### src/rtl/dma_pkg.sv
// Shared types and constants for the DMA bus-master engine.
// DMA_BYTE_SWAP_EN selects byte-reversed data words in the top module.
package dma_pkg;

    localparam int LENGTH_W = 10;
    localparam logic [3:0] BYTE_ENABLE_ALL = 4'hF;
    localparam logic DIR_READ = 1'b1;
    localparam logic DIR_WRITE = 1'b0;

    typedef enum logic [3:0] {
        S_IDLE,
        S_REQUEST,
        S_BEGIN,
        S_READ_DATA,
        S_WRITE_PREFETCH,
        S_WRITE_DATA,
        S_END_WR,
        S_NEXT,
        S_DONE
    } dmaState_e;

    function automatic logic [31:0] byteSwap(input logic [31:0] w);
        return {w[7:0], w[15:8], w[23:16], w[31:24]};
    endfunction

endpackage

### src/rtl/dma_burst_calc.sv
// Burst sizing: min(remaining, BURST_MAX) and its words-1 encoding.
// Pure combinational helper for dma_bus_master.
module dma_burst_calc
    import dma_pkg::*;
#(
    parameter int BURST_MAX = 16
) (
    input  logic [LENGTH_W-1:0] remaining,
    output logic [LENGTH_W-1:0] burstLen,
    output logic [7:0]          burstSize
);

    localparam logic [LENGTH_W-1:0] MAX_LEN = LENGTH_W'(BURST_MAX);

    always_comb begin
        burstLen  = (remaining > MAX_LEN) ? MAX_LEN : remaining;
        burstSize = 8'(burstLen - LENGTH_W'(1));
    end

endmodule

### src/rtl/dma_bus_master.sv
// DMA bus-master: moves words between the system bus and the local buffer.
// Define DMA_BYTE_SWAP_EN to byte-reverse data words in both directions.
module dma_bus_master
    import dma_pkg::*;
#(
    parameter int BURST_MAX  = 16,
    parameter int BUF_ADDR_W = 9
) (
    input  logic                  clock,
    input  logic                  reset,
    input  logic                  req_start,
    input  logic [31:0]           req_bus_addr,
    input  logic [BUF_ADDR_W-1:0] req_buf_addr,
    input  logic [LENGTH_W-1:0]   req_length,
    input  logic                  req_read,
    output logic                  busy,
    output logic                  done,
    output logic                  error,
    output logic                  request_out,
    input  logic                  granted_in,
    output logic                  begin_transaction_out,
    output logic [31:0]           address_data_out,
    input  logic [31:0]           address_data_in,
    output logic [3:0]            byte_enables_out,
    output logic [7:0]            burst_size_out,
    output logic                  read_n_write_out,
    output logic                  end_transaction_out,
    input  logic                  end_transaction_in,
    output logic                  data_valid_out,
    input  logic                  data_valid_in,
    input  logic                  busy_in,
    input  logic                  error_in,
    output logic [BUF_ADDR_W-1:0] buf_addr_out,
    output logic                  buf_we_out,
    output logic [31:0]           buf_wdata_out,
    input  logic [31:0]           buf_rdata_in
);

    dmaState_e state, stateNext;

    logic [29:0]           busWord;
    logic [BUF_ADDR_W-1:0] bufAddr;
    logic [LENGTH_W-1:0]   remaining;
    logic [LENGTH_W-1:0]   wordCnt;
    logic [LENGTH_W-1:0]   burstLen;
    logic [7:0]            burstSize;
    logic                  isRead;
    logic                  errorReg;
    logic                  fresh;
    logic [31:0]           holdReg;
    logic [31:0]           wordOut;
    logic [31:0]           wrSwapped;
    logic [31:0]           rdSwapped;
    logic                  writeState;
    logic                  busState;
    logic                  advance;
    logic                  unusedAddrBits;

    assign unusedAddrBits = ^req_bus_addr[1:0];

    dma_burst_calc #(
        .BURST_MAX(BURST_MAX)
    ) uBurstCalc (
        .remaining(remaining),
        .burstLen (burstLen),
        .burstSize(burstSize)
    );

    // Fresh buffer data on the cycle after a read; latched copy during stalls.
    assign wordOut = fresh ? buf_rdata_in : holdReg;

`ifdef DMA_BYTE_SWAP_EN
    assign wrSwapped = byteSwap(wordOut);
    assign rdSwapped = byteSwap(address_data_in);
`else
    assign wrSwapped = wordOut;
    assign rdSwapped = address_data_in;
`endif

    assign writeState = (state == S_WRITE_PREFETCH) ||
                        (state == S_WRITE_DATA) ||
                        (state == S_END_WR);
    assign busState = writeState ||
                      (state == S_BEGIN) ||
                      (state == S_READ_DATA);
    assign advance = (state == S_WRITE_DATA) && !busy_in && !error_in;

    always_comb begin
        stateNext = state;
        unique case (state)
            S_IDLE:           if (req_start) stateNext = S_NEXT;
            S_REQUEST:        if (granted_in) stateNext = S_BEGIN;
            S_BEGIN:          stateNext = isRead ? S_READ_DATA : S_WRITE_PREFETCH;
            S_READ_DATA:      if (end_transaction_in) stateNext = S_NEXT;
            S_WRITE_PREFETCH: stateNext = S_WRITE_DATA;
            S_WRITE_DATA: begin
                if (advance && wordCnt == LENGTH_W'(1)) stateNext = S_END_WR;
            end
            S_END_WR:         stateNext = S_NEXT;
            S_NEXT:           stateNext = (remaining != '0) ? S_REQUEST : S_DONE;
            S_DONE:           stateNext = S_IDLE;
            default:          stateNext = S_IDLE;
        endcase
        if (busState && error_in) stateNext = S_DONE;
    end

    always_comb begin
        request_out           = (state == S_REQUEST);
        begin_transaction_out = (state == S_BEGIN);
        address_data_out      = '0;
        byte_enables_out      = '0;
        burst_size_out        = '0;
        if (state == S_BEGIN) begin
            address_data_out = {busWord, 2'b00};
            byte_enables_out = BYTE_ENABLE_ALL;
            burst_size_out   = burstSize;
        end else if (state == S_WRITE_DATA) begin
            address_data_out = wrSwapped;
        end
        read_n_write_out    = (busState && isRead) ? DIR_READ : DIR_WRITE;
        end_transaction_out = (state == S_END_WR) || (writeState && error_in);
        data_valid_out      = (state == S_WRITE_DATA) && !error_in;
        buf_addr_out        = '0;
        if (state == S_READ_DATA || state == S_WRITE_PREFETCH ||
            state == S_WRITE_DATA) begin
            buf_addr_out = bufAddr;
        end
        buf_we_out    = (state == S_READ_DATA) && data_valid_in && !error_in;
        buf_wdata_out = buf_we_out ? rdSwapped : '0;
        busy          = (state != S_IDLE);
        done          = (state == S_DONE);
        error         = errorReg;
    end

    always_ff @(posedge clock) begin
        if (reset) begin
            state     <= S_IDLE;
            busWord   <= '0;
            bufAddr   <= '0;
            remaining <= '0;
            wordCnt   <= '0;
            isRead    <= 1'b0;
            errorReg  <= 1'b0;
            fresh     <= 1'b0;
            holdReg   <= '0;
        end else begin
            state <= stateNext;
            unique case (state)
                S_IDLE: begin
                    if (req_start) begin
                        busWord   <= req_bus_addr[31:2];
                        bufAddr   <= req_buf_addr;
                        remaining <= req_length;
                        isRead    <= (req_read == DIR_READ);
                        errorReg  <= 1'b0;
                    end
                end
                S_BEGIN: begin
                    wordCnt   <= burstLen;
                    busWord   <= busWord + 30'(burstLen);
                    remaining <= remaining - burstLen;
                end
                S_READ_DATA: begin
                    if (buf_we_out) bufAddr <= bufAddr + BUF_ADDR_W'(1);
                end
                S_WRITE_PREFETCH: begin
                    bufAddr <= bufAddr + BUF_ADDR_W'(1);
                    fresh   <= 1'b1;
                end
                S_WRITE_DATA: begin
                    holdReg <= wordOut;
                    fresh   <= 1'b0;
                    // Issue the next buffer read as the current word is taken.
                    if (advance && wordCnt > LENGTH_W'(1)) begin
                        bufAddr <= bufAddr + BUF_ADDR_W'(1);
                        wordCnt <= wordCnt - LENGTH_W'(1);
                        fresh   <= 1'b1;
                    end
                end
                default: ;
            endcase
            if (busState && error_in) errorReg <= 1'b1;
        end
    end

endmodule

### config.mk
export PLATFORM = sky130hd
export DESIGN_NAME = dma_bus_master
export DESIGN_NICKNAME = d
export VERILOG_FILES = /design/src/rtl/dma_pkg.sv /design/src/rtl/dma_burst_calc.sv /design/src/rtl/dma_bus_master.sv
export SDC_FILE = /design/constraint.sdc
export NUM_CORES = 1
export LEC_CHECK = 0
export CORE_AREA = 2 2 112 125
export DETAILED_ROUTE_END_ITERATION = 10
export DIE_AREA = 0 0 114 127
export PLACE_DENSITY = 0.88
export REMOVE_ABC_BUFFERS = 1
export SYNTH_ARGS = -nofsm -noshare
export SYNTH_HDL_FRONTEND = slang
export SYNTH_SLANG_ARGS = --single-unit
### constraint.sdc
create_clock -name clock -period 8.7 [get_ports clock]
set_input_delay 1.74 -clock clock [delete_from_list [all_inputs] [get_ports clock]]
set_output_delay 1.74 -clock clock [all_outputs]
set_load 0.02 [all_outputs]
==> metrics.txt <==
CTS clk-pin slew, worst paths 0.06 ns; Inserted Diodes 0; Cells after Synth 902; GRT Overall Usage 0.264; Post-Route Hold Slack 0.452 ns; floorplan die area 14,500 µm²; effective utilization at floorplan 0.492; setup slack, reg-to-reg 4.22 ns; highest fanout seen on the critical path 34; reg-to-reg critical path endpoint busWord[19]$_SDFFE_PP0P_; post-layout power 2.40 mW; first-pass iteration count of the detailed router 5; via/cell ratio 5.73; final WL 19,500 µm; final setup skew 0.00783 ns; I/O pin count 218; buffer depth of the longest clock path 2; number of flops mapped to enable cells by yosys 0; Setup-failing EPs final 0; routed via count 7,084; wire length of the first global-routing pass 31,400 µm; clock tree from TritonCTS done; portion of total power attributed to sequential cells 0.303; number of hold buffers added after CTS 0; dominant synthesized flop cell dfxtp_1; mean cell area of the mapped netlist 7.15 µm²; antenna violations before repair 0; final critical-path share of the clock period 0.679; flip-flop and latch area 1960 µm²; Filler Cells Inserted 1,113; Cell variety after synth 65; number of slew-limit violations in the final report 0; setup total negative slack 0 ns; endpoint kind of the worst setup timing path output pin; final cell area excluding filler cells 8850 µm²; number of design-rule violations left by the first detailed-router iteration 483; Clock power frac 0.155; GPL Wtd Cong 0.877; top-area cell type share of the netlist area 0.304; proportion of layout cells with a drive suffix above 1 0.0419; post-layout net count 1,210; async set or reset register ratio after synthesis 0; CP Class in2out; hpwl dp 13,800 µm; top cells by count, synth nand2_1 (181), a21oi_1 (99), dfxtp_1 (98); maximum capacitance violations 0; number of buffers added on ports 215; measured slew at the worst slew-check pin 1.18 ns; result of the run completed; Internal Power 1.30 mW; H-tree Lvls 3; flop and latch count out of synthesis 98; relative slew slack 0.214; Req. time, crit path 6.96 ns; netlist area before placement 6450 µm²; number of warnings issued by yosys 0; global-route congestion overflow total 0; startpoint types primary input; proportion of power drawn by combinational gates 0.542; Min-Delay Path Class reg2reg; switching share of power 0.459; area overhead of the layout relative to synthesis 37.2%; buffer cell driving the clock tree root clkbuf_16; Routed Antenna Nets 0; clock latency reported for the late side of the worst-skew pair 0.35 ns; post-detailed-placement cell area 8580 µm²; sequential cell area fraction in the yosys report 0.304; reported leakage power 3.17 nW; Crit path arrival time 4.17 ns; die outline height 127 µm; CTS buffer count 9; power density normalized to cell area 271 nW/µm²; area used by multi-input combinational logic 4150 µm²; Reg-to-Reg Start remaining[5]$_SDFFE_PP0P_; vias in the first global route 6,551; Setup WS post-layout 2.79 ns; Reg2Reg Depth 12; cell with the most instances after synthesis nand2_1; wire length per cell after detailed routing 15.8 µm; # placed instances 1,220; core footprint 13,100 µm²; Final Hold Violating Endpoints 0; number of gates resized after cts 0; largest net degree at the start of global routing 87; Rows 44; peak supply drop 0.000118 V; Hold Path Origin holdReg[14]$_SDFFE_PP0P_; cell type with the highest aggregate area in the netlist dfxtp_1; count of clock tree sinks 98; final non-filler cell total 1,236; residual DRC count 0; unrepaired setup endpoints after global routing no; final core utilization 0.675; minimum period implied by the final worst setup slack 5.91 ns; x dimension of the die 114 µm; setup slack at placement 2.77 ns; number of buffers inserted to repair setup after CTS 0; net switching power figure 1.10 mW; timing-limited maximum frequency 0.169 GHz; WHS Endpoint holdReg[14]$_SDFFE_PP0P_; main area contributors after synthesis dfxtp_1 (30%), nand2_1 (11%), a21oi_1 (7.7%); worst hold path depth 2
==> worst max-delay path by stage <==
stage,from,to,slack [ns]
floorplan,state[1]$_SDFFE_PP0P_,address_data_out[14],3.48
global placement,error_in,buf_wdata_out[17],2.83
detailed placement,error_in,buf_wdata_out[20],2.77
CTS,error_in,buf_wdata_out[20],2.78
global route,error_in,buf_wdata_out[4],2.62
finish,error_in,buf_wdata_out[20],2.79
==> sequential cells by signal, indices dropped and copies added (netlist names) <==
signal	count
isRead	1
busWord	30
state	4
remaining	10
holdReg	32
bufAddr	9
wordCnt	10
error	1
fresh	1
==> worst max-delay path, stage by stage <==
cell and delay [ns]:
clkdlybuf4s50_1 0.57, nor4_4 1.00, and2_1 0.25, clkdlybuf4s50_1 0.60
==> per-layer routing <==
metal / GRT usage / part of all wire / vias up
met2: 0.480 / 0.51 / 316
met5: 0 / 0 / -
met1: 0.303 / 0.39 / 3256
li1: - / - / 3475
met4: 0.105 / 0.027 / 0
met3: 0.0508 / 0.082 / 37
==> cells in the final DEF, fill, tap and decap left out, types with 6 or more instances in the layout <==
master           Yosys  layout
a21o_1               6       6
a21oi_1             99      99
a22oi_1             10      10
a311oi_1            12      12
a31oi_1              8       8
and2_1              49      49
and3_1               8       8
buf_4                5       7
clkbuf_16            0       9
clkdlybuf4s50_1      0     214
conb_1               2       6
dfxtp_1             98      97
ha_1                15      15
inv_1               21      20
mux2i_1             38      38
nand2_1            181     180
nand2b_1            11      11
nand3_1             14      13
nor2_1              66      65
nor3_1              25      25
nor4_1               6       6
o21ai_0             55      55
o22ai_1             10      10
o32ai_1              6       6
or2_2                6       6
xnor2_1             11      11
xor2_1               8       8
==> power by group through the flow <==
stage	Clock (mW)	Combinational (mW)	Sequential [mW]
after floorplan	0	0.881	0.688
after global placement	0	1.26	0.727
after detailed placement	0	1.28	0.732
after CTS	0.376	1.29	0.723
after global routing	0.400	1.44	0.747
final	0.371	1.30	0.726
==> kinds of logic (layout without fill, tap and decap cells) <==
logic type | after synthesis | count (layout) | synth area share
simple gates | 402 | 402 | 0.295
flops | 98 | 98 | 0.304
mux | 42 | 42 | 0.0659
other cells | 2 | 6 | 0.00116
fa+ha+maj | 16 | 16 | 0.0322
xor+xnor | 19 | 19 | 0.0258
compound gates | 234 | 234 | 0.217
buf+inv | 89 | 258 | 0.0592
==> cell type report <==
type | instances | share of cell area
Clock inverter | 5 | 0.00354
Clock buffer | 11 | 0.0263
Multi-Input combinational cell | 719 | 0.469
Inverter | 21 | 0.00891
Timing Repair Buffer | 221 | 0.248
Sequential cell | 98 | 0.222
Tap cell | 161 | 0.0228
Note: power is estimated with default switching activity, not from simulation.
